--- src/rtl/issue_queue_age.sv ---
// Out-of-order issue queue: age-matrix oldest-ready select, multi-port tag wakeup,
// and ROB-mask flush. Payload is carried opaquely to register read.
module issue_queue_age #(
  parameter  int DEPTH     = 8,
  parameter  int PTAG_W    = 7,
  parameter  int ROB_W     = 3,
  parameter  int NUM_FU    = 8,
  parameter  int NUM_WAKE  = 2,
  parameter  int PAYLOAD_W = 96,
  localparam int FU_W      = (NUM_FU > 1) ? $clog2(NUM_FU) : 1,
  localparam int CNT_W     = $clog2(DEPTH + 1),
  localparam int ROB_N     = 2 ** ROB_W
) (
  input  logic                       clk,
  input  logic                       rst,
  input  logic                       disp_valid,
  output logic                       disp_ready,
  input  logic [PTAG_W-1:0]          disp_rs1,
  input  logic [PTAG_W-1:0]          disp_rs2,
  input  logic                       disp_rs1_rdy,
  input  logic                       disp_rs2_rdy,
  input  logic [FU_W-1:0]            disp_fu_sel,
  input  logic [ROB_W-1:0]           disp_rob_idx,
  input  logic [PAYLOAD_W-1:0]       disp_payload,
  input  logic [NUM_WAKE-1:0]        wake_valid,
  input  logic [NUM_WAKE*PTAG_W-1:0] wake_tag,
  input  logic [NUM_FU-1:0]          fu_ready,
  output logic                       issue_valid,
  input  logic                       issue_ready,
  output logic [PTAG_W-1:0]          issue_rs1,
  output logic [PTAG_W-1:0]          issue_rs2,
  output logic [FU_W-1:0]            issue_fu_sel,
  output logic [ROB_W-1:0]           issue_rob_idx,
  output logic [PAYLOAD_W-1:0]       issue_payload,
  input  logic                       flush_valid,
  input  logic [ROB_N-1:0]           flush_mask,
  output logic [CNT_W-1:0]           count
);

  localparam int IDX_W = $clog2(DEPTH);

  // Entry state
  logic [DEPTH-1:0]     valid_q, valid_d;
  logic [DEPTH-1:0]     rs1_rdy_q, rs2_rdy_q;
  logic [PTAG_W-1:0]    rs1_q     [DEPTH];
  logic [PTAG_W-1:0]    rs2_q     [DEPTH];
  logic [FU_W-1:0]      fu_q      [DEPTH];
  logic [ROB_W-1:0]     rob_q     [DEPTH];
  logic [PAYLOAD_W-1:0] payload_q [DEPTH];
  // age_q[i][j] = 1 : entry i is older than entry j
  logic [DEPTH-1:0]     age_q     [DEPTH];
  logic [DEPTH-1:0]     age_d     [DEPTH];
  logic [CNT_W-1:0]     count_q, count_d;

  // Per-entry combinational status
  logic [DEPTH-1:0] hit1, hit2, killed, req, older, gnt_oh, stay;
  logic [IDX_W-1:0] gnt_idx, free_idx;
  logic             gnt_found;
  logic             issue_fire, disp_fire, disp_kill, disp_write;
  logic             disp_hit1, disp_hit2;
  logic [CNT_W-1:0] n_flushed;

  // Tag 0 is the hardwired zero register and never matches a broadcast.
  function automatic logic wake_hit(input logic [PTAG_W-1:0]          tag,
                                    input logic [NUM_WAKE-1:0]        wv,
                                    input logic [NUM_WAKE*PTAG_W-1:0] wt);
    logic hit;
    hit = 1'b0;
    for (int k = 0; k < NUM_WAKE; k++) begin
      if (wv[k] && (tag != '0) && (wt[k*PTAG_W +: PTAG_W] == tag)) hit = 1'b1;
    end
    return hit;
  endfunction

  always_comb begin
    // NOTE: every combinational output gets a default before any conditional
    // assignment, so no path leaves it unassigned and no latch is inferred.
    hit1   = '0;
    hit2   = '0;
    killed = '0;
    req    = '0;
    for (int i = 0; i < DEPTH; i++) begin
      hit1[i]   = wake_hit(rs1_q[i], wake_valid, wake_tag);
      hit2[i]   = wake_hit(rs2_q[i], wake_valid, wake_tag);
      killed[i] = flush_valid && flush_mask[rob_q[i]];
      req[i]    = valid_q[i] && (rs1_rdy_q[i] || hit1[i]) && (rs2_rdy_q[i] || hit2[i])
                  && fu_ready[fu_q[i]] && !killed[i];
    end
  end

  // Oldest-ready select; a corrupted (cyclic) age matrix falls back to lowest index.
  always_comb begin
    older     = '0;
    gnt_idx   = '0;
    gnt_found = 1'b0;
    for (int i = 0; i < DEPTH; i++) begin
      for (int j = 0; j < DEPTH; j++) begin
        if ((j != i) && req[j] && age_q[j][i]) older[i] = 1'b1;
      end
    end
    for (int i = 0; i < DEPTH; i++) begin
      if (!gnt_found && req[i] && !older[i]) begin
        gnt_found = 1'b1;
        gnt_idx   = IDX_W'(i);
      end
    end
    for (int i = 0; i < DEPTH; i++) begin
      if (!gnt_found && req[i]) begin
        gnt_found = 1'b1;
        gnt_idx   = IDX_W'(i);
      end
    end
    gnt_oh = gnt_found ? (DEPTH'(1) << gnt_idx) : '0;
  end

  assign issue_valid = |req;
  assign issue_fire  = issue_valid && issue_ready;

  always_comb begin
    issue_rs1     = '0;
    issue_rs2     = '0;
    issue_fu_sel  = '0;
    issue_rob_idx = '0;
    issue_payload = '0;
    if (issue_valid) begin
      issue_rs1     = rs1_q[gnt_idx];
      issue_rs2     = rs2_q[gnt_idx];
      issue_fu_sel  = fu_q[gnt_idx];
      issue_rob_idx = rob_q[gnt_idx];
      issue_payload = payload_q[gnt_idx];
    end
  end

  // Dispatch targets the lowest free slot as seen at the start of the cycle.
  always_comb begin
    free_idx = '0;
    for (int i = DEPTH - 1; i >= 0; i--) begin
      if (!valid_q[i]) free_idx = IDX_W'(i);
    end
  end

  assign disp_ready = (count_q < CNT_W'(DEPTH));
  assign disp_fire  = disp_valid && disp_ready;
  assign disp_kill  = flush_valid && flush_mask[disp_rob_idx];
  assign disp_write = disp_fire && !disp_kill;
  assign disp_hit1  = wake_hit(disp_rs1, wake_valid, wake_tag);
  assign disp_hit2  = wake_hit(disp_rs2, wake_valid, wake_tag);

  assign stay = valid_q & ~killed & ~(issue_fire ? gnt_oh : '0);

  always_comb begin
    valid_d   = stay;
    n_flushed = '0;
    for (int i = 0; i < DEPTH; i++) begin
      age_d[i]  = age_q[i];
      n_flushed = n_flushed + CNT_W'(valid_q[i] & killed[i]);
    end
    if (disp_write) begin
      valid_d[free_idx] = 1'b1;
      age_d[free_idx]   = '0;
      for (int j = 0; j < DEPTH; j++) begin
        age_d[j][free_idx] = stay[j];
      end
    end
    count_d = count_q + CNT_W'(disp_write) - CNT_W'(issue_fire) - n_flushed;
  end

  always_ff @(posedge clk) begin
    // NOTE: sequential state uses non-blocking assignments so every register
    // samples the pre-edge value of the others, independent of statement order.
    if (rst) begin
      valid_q <= '0;
      count_q <= '0;
      for (int i = 0; i < DEPTH; i++) age_q[i] <= '0;
    end else begin
      valid_q <= valid_d;
      count_q <= count_d;
      age_q   <= age_d;
    end
  end

  // NOTE: entry fields are qualified by valid_q, so this storage needs no reset.
  always_ff @(posedge clk) begin
    for (int i = 0; i < DEPTH; i++) begin
      if (disp_write && (free_idx == IDX_W'(i))) begin
        rs1_q[i]     <= disp_rs1;
        rs2_q[i]     <= disp_rs2;
        rs1_rdy_q[i] <= disp_rs1_rdy | disp_hit1;
        rs2_rdy_q[i] <= disp_rs2_rdy | disp_hit2;
        fu_q[i]      <= disp_fu_sel;
        rob_q[i]     <= disp_rob_idx;
        payload_q[i] <= disp_payload;
      end else begin
        rs1_rdy_q[i] <= rs1_rdy_q[i] | hit1[i];
        rs2_rdy_q[i] <= rs2_rdy_q[i] | hit2[i];
      end
    end
  end

  assign count = count_q;

endmodule

--- config.mk ---
export PLATFORM = sky130hd
export DESIGN_NAME = issue_queue_age
export DESIGN_NICKNAME = d
export VERILOG_FILES = /design/src/rtl/issue_queue_age.sv
export SDC_FILE = /design/constraint.sdc
export NUM_CORES = 1
export LEC_CHECK = 0
export CAP_MARGIN = 20
export CORE_MARGIN = 4
export CORE_UTILIZATION = 35
export CTS_CLUSTER_DIAMETER = 150
export DETAILED_ROUTE_END_ITERATION = 16
export GPL_ROUTABILITY_DRIVEN = 0
export PLACE_DENSITY = 0.53
export SETUP_SLACK_MARGIN = 0.05
export SLEW_MARGIN = 5
export SYNTH_ARGS = -nofsm -noshare
export SYNTH_HDL_FRONTEND = slang
export SYNTH_SLANG_ARGS = --single-unit
export TNS_END_PERCENT = 1
--- constraint.sdc ---
create_clock -name clk -period 8.5 [get_ports clk]
set_clock_uncertainty 0.15 [all_clocks]
set_input_delay 1.275 -clock clk [delete_from_list [all_inputs] [get_ports clk]]
set_output_delay 1.275 -clock clk [all_outputs]
set_load 0.02 [all_outputs]
==> metrics, run 1 <==
status=finished clean; antenna violations before repair=19; TritonCTS Buffers=108; H-tree depth=3; via count=25530; #FFs+latches synth=1012; Die Span Y=between 300 and 400 um; Setup TNS Final=0 ns; Period Utilization, post-route=a little over nine tenths; placed cells=between 4000 and 5000; # hold bufs at CTS=0; Hold Crit Depth=2; register share of total power=roughly half; share of the synthesized area in the top cell type=63.35%; nets=3106; IO Pins=277; clock sinks=slightly above 1000; Netlist Area Pre-Place=43990 um^2; HP Class=flip-flop to flip-flop; root buffer cell=clkbuf_16; Peak VDD IR=roughly 0.00016 V; highest clock rate=0.1213 GHz; Skew-Pair Late Insertion Delay=~0.69 ns; CP Capture Type=output port; Period minus WS final=~8.2 ns; drt wl/cell=27.39 um; top_reg_cell synth=edfxtp_1; syn nets=2744; DRT Wirelength=between 100 and 150 mm; Ys Warns=0; critical hold path startpoint=age_q[57]; RSZ-0062 raised after global routing=no; switching power=2666 uW; Final Instance Count excl. Fillers=about 4700; CP Data Arrival Time=6.82 ns; most frequent cell after synthesis=edfxtp_1; sequential area share after synthesis=between 60% and 70%; grt ovf=0; synth unique cells=82; ys async rst share=0%; area delta synth->final=21.04%; largest net degree at the start of global routing=85; worst slew pin tran=1.067 ns; most frequent cells after synthesis=edfxtp_1, xnor2_1, mux2i_1; number of global-route vias before repair=27180; Syn Area/Cell=around 17 um^2; Comb pwr share=9.7%; Slew headroom=28.38%; Initial Utilization=between 30% and 40%; Int Pwr=8823 uW; post-synthesis cell count=2574; Clock power frac=40.7%; PD cells=215.8 nW/um^2; share of layout cells above drive strength 1=roughly 17%; crit path kind=input pin to output port; Post-synth EDFFs=928; LEAKAGE=0.01775 uW; fraction of power spent switching nets=23.21%; hold path endpoint=age_q[57]; worst r2r src=rob_q[0][0]; Max Cap Viol=0; CTS tree=yes; GRT Total Usage=19.18%; postcts setup bufs=0; reg-to-reg slack, setup=2.47 ns; FP Rows=about 130; die area=around 130000 um^2; reg-to-reg endpoint=count[3]; Synth area leaders=edfxtp_1, mux4_2, mux2i_1, xnor2_1, dfxtp_1; worst r2r path cells=23; Fillers=11000; Worst setup SP type=input pin; Max clock buf depth=3; first-pass GRT wire length=roughly 190 mm; Worst EP required=7.07 ns; critical path peak fanout=16; 1st-pass router iterations=5; Die W=~360 um; area leader, netlist=edfxtp_1; DR vias/cell=around 5.5; Initial DRC Count=2162; PostCTS Resize Cnt=0; Fin. Hold Viols=0; port bufs=276; clock slew at reported path FFs=0.06 ns; Routed Antenna Nets=0; fin. max-slew vios=0; core area=124300 um^2; drt drc=0; Setup-failing EPs final=0; HPWL after DPL=79.73 mm
[cell type report]
cell class	instances	area, um^2	area share (%)
tap	1637	2048	3.847
timing repair buffer	395	4399	8.262
clock buffer	138	2938	5.517
clock inverter	65	611.8	1.149
multi-input combinational	1348	13380	25.12
antenna	7	17.52	0.03290
sequential	1012	29550	55.49
inverter	71	306.5	0.5757
[kinds of logic (layout without fill, tap and decap cells)]
kind of cell,after synthesis,count (layout),synth area share (%)
AO/OA/AOI/OAI,335,335,5.956
other,0,7,0
multiplexers,395,395,14.44
AND/OR/NAND/NOR,347,347,4.315
buffers and inverters,214,669,2.494
adder cells (fa/ha/maj),15,15,0.5290
XOR/XNOR,256,256,5.097
flip-flops,1012,1012,67.17
[stage by stage]
stage	power (uW)	util [%]	cell area (um^2)	setup slack (ns)	hold WS, ns
after floorplan	6387	-	43990	2.392	0.2741
after global placement	6899	39.97	49680	0.3107	0.2914
after detailed placement	6925	39.97	49680	0.3133	0.2967
after CTS	11610	42.83	53230	0.2481	0.3114
after global routing	11930	42.83	53230	0.1435	0.3523
final	11490	42.84	53250	0.2556	0.3166
[worst max-delay path: stages]
cell and delay (ns):
clkdlybuf4s50_1 0.61, mux4_2 0.54, a22oi_1 0.35, and2_1 0.30, nor3b_2 0.23, o221ai_1 0.23, a2111oi_0 0.62, nand4_1 0.25
o31ai_2 0.14, a31o_2 0.24, nand2_8 0.18, buf_12 0.25, buf_4 0.24, mux2i_1 0.15, mux2i_1 0.18, a22o_1 0.32
clkdlybuf4s50_1 0.67
[layer usage]
metal	vias to the layer above	GRT usage (%)	part of all wire [%]
met2	865	31.94	48
li1	11080	-	-
met1	13350	24.67	42
met5	-	0	0.12
met4	20	6.298	3.0
met3	220	4.790	6.9
[worst max-delay path by stage]
| stage | start | to | cells past startpoint |
|---|---|---|---|
| CTS | flush_mask[6] | issue_rs2[2] | 15 |
| finish | flush_mask[2] | issue_fu_sel[2] | 17 |
| global placement | flush_mask[7] | issue_fu_sel[1] | 17 |
| detailed placement | flush_mask[6] | issue_fu_sel[1] | 17 |
| global route | flush_mask[2] | issue_payload[22] | 15 |
| floorplan | wake_tag[12] | count[3] | 26 |
[registers in the layout, indices dropped and copies added, names as in the netlist]
name / count
rs1_rdy_q: 8
rs1_q: 56
rs2_q: 56
age_q: 56
count: 4
fu_q: 24
rs2_rdy_q: 8
valid_q: 8
payload_q: 768
rob_q: 24
[layout by cell type (no fill, tap or decap), types with 41 or more instances in the layout]
master           netlist  layout
nor2_1                59      59
clkbuf_16              0     112
a22o_1                99      99
clkdlybuf4s50_1        0     259
xnor2_1              202     202
mux4_2               191     191
inv_1                 70      62
dfxtp_1               84      84
a21oi_1               41      41
buf_12                 0      63
buf_4                 47      72
nand4_1               68      68
edfxtp_1             928     928
nand2_1               59      59
xor2_1                54      54
mux2i_1              197     197
[power groups by stage]
| stage | clock network [uW] | logic [uW] | registers, uW |
|---|---|---|---|
| finish | 4680 | 1110 | 5700 |
| detailed placement | 0 | 1120 | 5810 |
| global route | 5030 | 1190 | 5710 |
| CTS | 4790 | 1120 | 5700 |
| floorplan | 0 | 586 | 5800 |
| global placement | 0 | 1100 | 5800 |
Power figures use the tool's default switching activity.
==> run 2, diff against run 1 <==
--- a/config.mk
+++ b/config.mk
@@ -6,11 +6,10 @@
 export NUM_CORES = 1
 export LEC_CHECK = 0
 export CAP_MARGIN = 20
-export CORE_MARGIN = 4
+export CORE_MARGIN = 3
 export CORE_UTILIZATION = 35
 export CTS_CLUSTER_DIAMETER = 150
 export DETAILED_ROUTE_END_ITERATION = 16
-export GPL_ROUTABILITY_DRIVEN = 0
 export PLACE_DENSITY = 0.53
 export SETUP_SLACK_MARGIN = 0.05
 export SLEW_MARGIN = 5
==> run 2 against run 1 <==
  * Utilization increased by 0.12 points
  * Worst hold slack improved by 0.016 ns
  * Clock-buffer cell count unchanged
  * Clock power decreased by 2%
  * Design area increased by 0.29%
  * Setup slack improved by 0.13 ns
  * Total power decreased by 0.79%
  * Non-clock buffer count increased by 24
  * Combinational power about the same
  * Critical path type unchanged
  * Largest power group unchanged
  * Highest routed layer unchanged
==> metrics, run 2 (same netlist as run 1, synthesis figures left out) <==
max reg flops=768 (unchanged); TritonCTS Buffers=108 (unchanged); Pwr Total=11400 uW (-0.79%); drt wl/cell=27.40 um (about the same); Hold Crit Depth=2 (unchanged); postcts setup bufs=0 (unchanged); crit path kind=input pin to output port; root buffer cell=clkbuf_16; die area=130000 um^2 (-1.1%); via count=25520 (-0.055%); commonest non-fill, non-tap cells in the layout=edfxtp_1, clkdlybuf4s50_1, xnor2_1, mux2i_1, mux4_2; PD cells=213.4 nW/um^2 (-1.1%); worst r2r path cells=23 (unchanged); HPWL after DPL=81.66 mm (+2.4%); Int Pwr=8746 uW (-0.87%); Max clock buf depth=3 (unchanged); worst r2r src=rob_q[4][0]; hold path endpoint=age_q[48]; DRT Wirelength=128.8 mm (+0.64%); Peak VDD IR=0.0001622 V (+1.7%); Skew-Pair Late Insertion Delay=0.70 ns (about the same); Max Cap Viol=0 (unchanged); reg-to-reg endpoint=count[3]; largest net degree at the start of global routing=85 (unchanged); Setup WS post-layout=0.3841 ns (+0.1286 ns); Routed Antenna Nets=0 (unchanged); nets=3130 (+0.77%); port bufs=276 (unchanged); Slew headroom=29.29% (+0.91 points); first-pass GRT wire length=188.2 mm (+0.61%); Period minus WS final=8.116 ns (-0.1286 ns); area delta synth->final=21.39%; H-tree depth=3 (unchanged); CP Capture Type=output port; fraction of power spent switching nets=23.27% (+0.061 points); worst-path cell chain=clkdlybuf4s50_1, mux4_2, mux2i_1, o21ai_1, a211oi_2, a221oi_1, o311ai_0, buf_4, o311ai_1, a31o_2, nand2_8, buf_12, buf_12, buf_12, mux2i_1, mux2i_1, a22o_1, clkdlybuf4s50_1; highest clock rate=0.1232 GHz (+1.6%); Biggest register=payload_q; clock slew at reported path FFs=0.06 ns (about the same); grt ovf=0 (unchanged); share of layout cells above drive strength 1=18.55% (+1.1 points); most common cell after layout, fill and taps aside=edfxtp_1; dpl ws=0.4174 ns (+0.1041 ns); DR vias/cell=5.429 (-0.65%); CP Data Arrival Time=6.69 ns (-0.13 ns); PostCTS Resize Cnt=0 (unchanged); core area=124300 um^2 (unchanged); CP startpoint=flush_mask[3]; Die Span Y=360.5 um (-0.55%); LEAKAGE=0.01791 uW (+0.92%); GRT Total Usage=19.60% (+0.41 points); Period Utilization, post-route=95.48% (-1.5 points); Placer Congestion=0.9190; Die W=360.5 um (-0.55%); RSZ-0062 raised after global routing=no; status=finished clean; Worst setup SP type=input pin; Initial DRC Count=2045 (-5.4%); critical hold path startpoint=age_q[48]; Comb pwr share=9.8% (about the same); switching power=2652 uW (-0.53%); Fin. Hold Viols=0 (unchanged); fin. max-slew vios=0 (unchanged); slowest CP cell=clkdlybuf4s50_1; HP Class=flip-flop to flip-flop; 1st-pass router iterations=5 (unchanged); worst slew pin tran=1.061 ns (-0.006451 ns); Fillers=10970 (-0.24%); number of global-route vias before repair=26520 (-2.4%); # hold bufs at CTS=0 (unchanged); antenna violations before repair=22 (+3); Worst EP required=7.07 ns (about the same); Setup-failing EPs final=0 (unchanged); drt drc=0 (unchanged); CP peak stage delay=0.57 ns (-0.10 ns); Clock power frac=40.1% (-0.6 points); register share of total power=50.0% (+0.4 points); IO Pins=277 (unchanged); Setup TNS Final=0 ns (unchanged); clock sinks=1012 (unchanged); CTS tree=yes; critical path peak fanout=16 (unchanged); Initial Utilization=35.40% (unchanged); FP Rows=129 (unchanged); reg-to-reg slack, setup=2.47 ns (about the same)
[run 2: metal layers]
metal / part of all wire, % / vias to the layer above / global-route usage, %
li1: - / 11110 / -
met1: 42 / 13370 / 25.99
met2: 48 / 820 / 32.08
met3: 7.2 / 205 / 4.826
met4: 2.4 / 12 / 5.574
met5: 0.064 / - / 0
[run 2: how the worst max path moves through the flow]
stage                        to  slack, ns  cells after the start
2_1_floorplan          count[3]       2.39                     26
3_3_place_gp    issue_fu_sel[1]       0.44                     18
3_5_place_dp    issue_fu_sel[1]       0.42                     18
4_1_cts         issue_fu_sel[1]       0.40                     18
5_1_grt        issue_rob_idx[1]       0.19                     20
6_report       issue_rob_idx[1]       0.38                     18
[run 2: cell type report]
cell class	count	area [um^2]	area share (%)
Sequential cell	1012	29550	55.34
Multi-Input combinational cell	1348	13380	25.05
Timing Repair Buffer	419	4622	8.656
Clock buffer	138	2912	5.452
Tap cell	1637	2048	3.836
Clock inverter	64	555.5	1.040
Inverter	71	306.5	0.5741
Antenna cell	12	30.03	0.05624
[run 2: worst max-delay path: cells and delay by family]
family,cells,cell delay (ns)
AO/OA/AOI/OAI,7,2.05
buffers and inverters,6,1.88
multiplexers,4,1.25
AND/OR/NAND/NOR,1,0.18
[run 2: metrics by stage]
step           instance area [um^2]  instances  utilization (%)  hold WS (ns)
2_1_floorplan                 43990       2574                -        0.2741
3_3_place_gp                  49900       4487            40.15        0.2903
3_5_place_dp                  49900       4487            40.15        0.3005
4_1_cts                       53370       4689            42.94        0.3163
5_1_grt                       53370       4689            42.94        0.3390
6_report                      53400       4701            42.97        0.3331
[run 2: power by group through the flow]
stage | registers, uW | logic (uW) | clock network [uW]
after floorplan | 5800 | 586 | 0
after global placement | 5800 | 1120 | 0
after detailed placement | 5810 | 1130 | 0
after CTS | 5700 | 1140 | 4700
after global routing | 5720 | 1200 | 4910
final | 5700 | 1120 | 4570
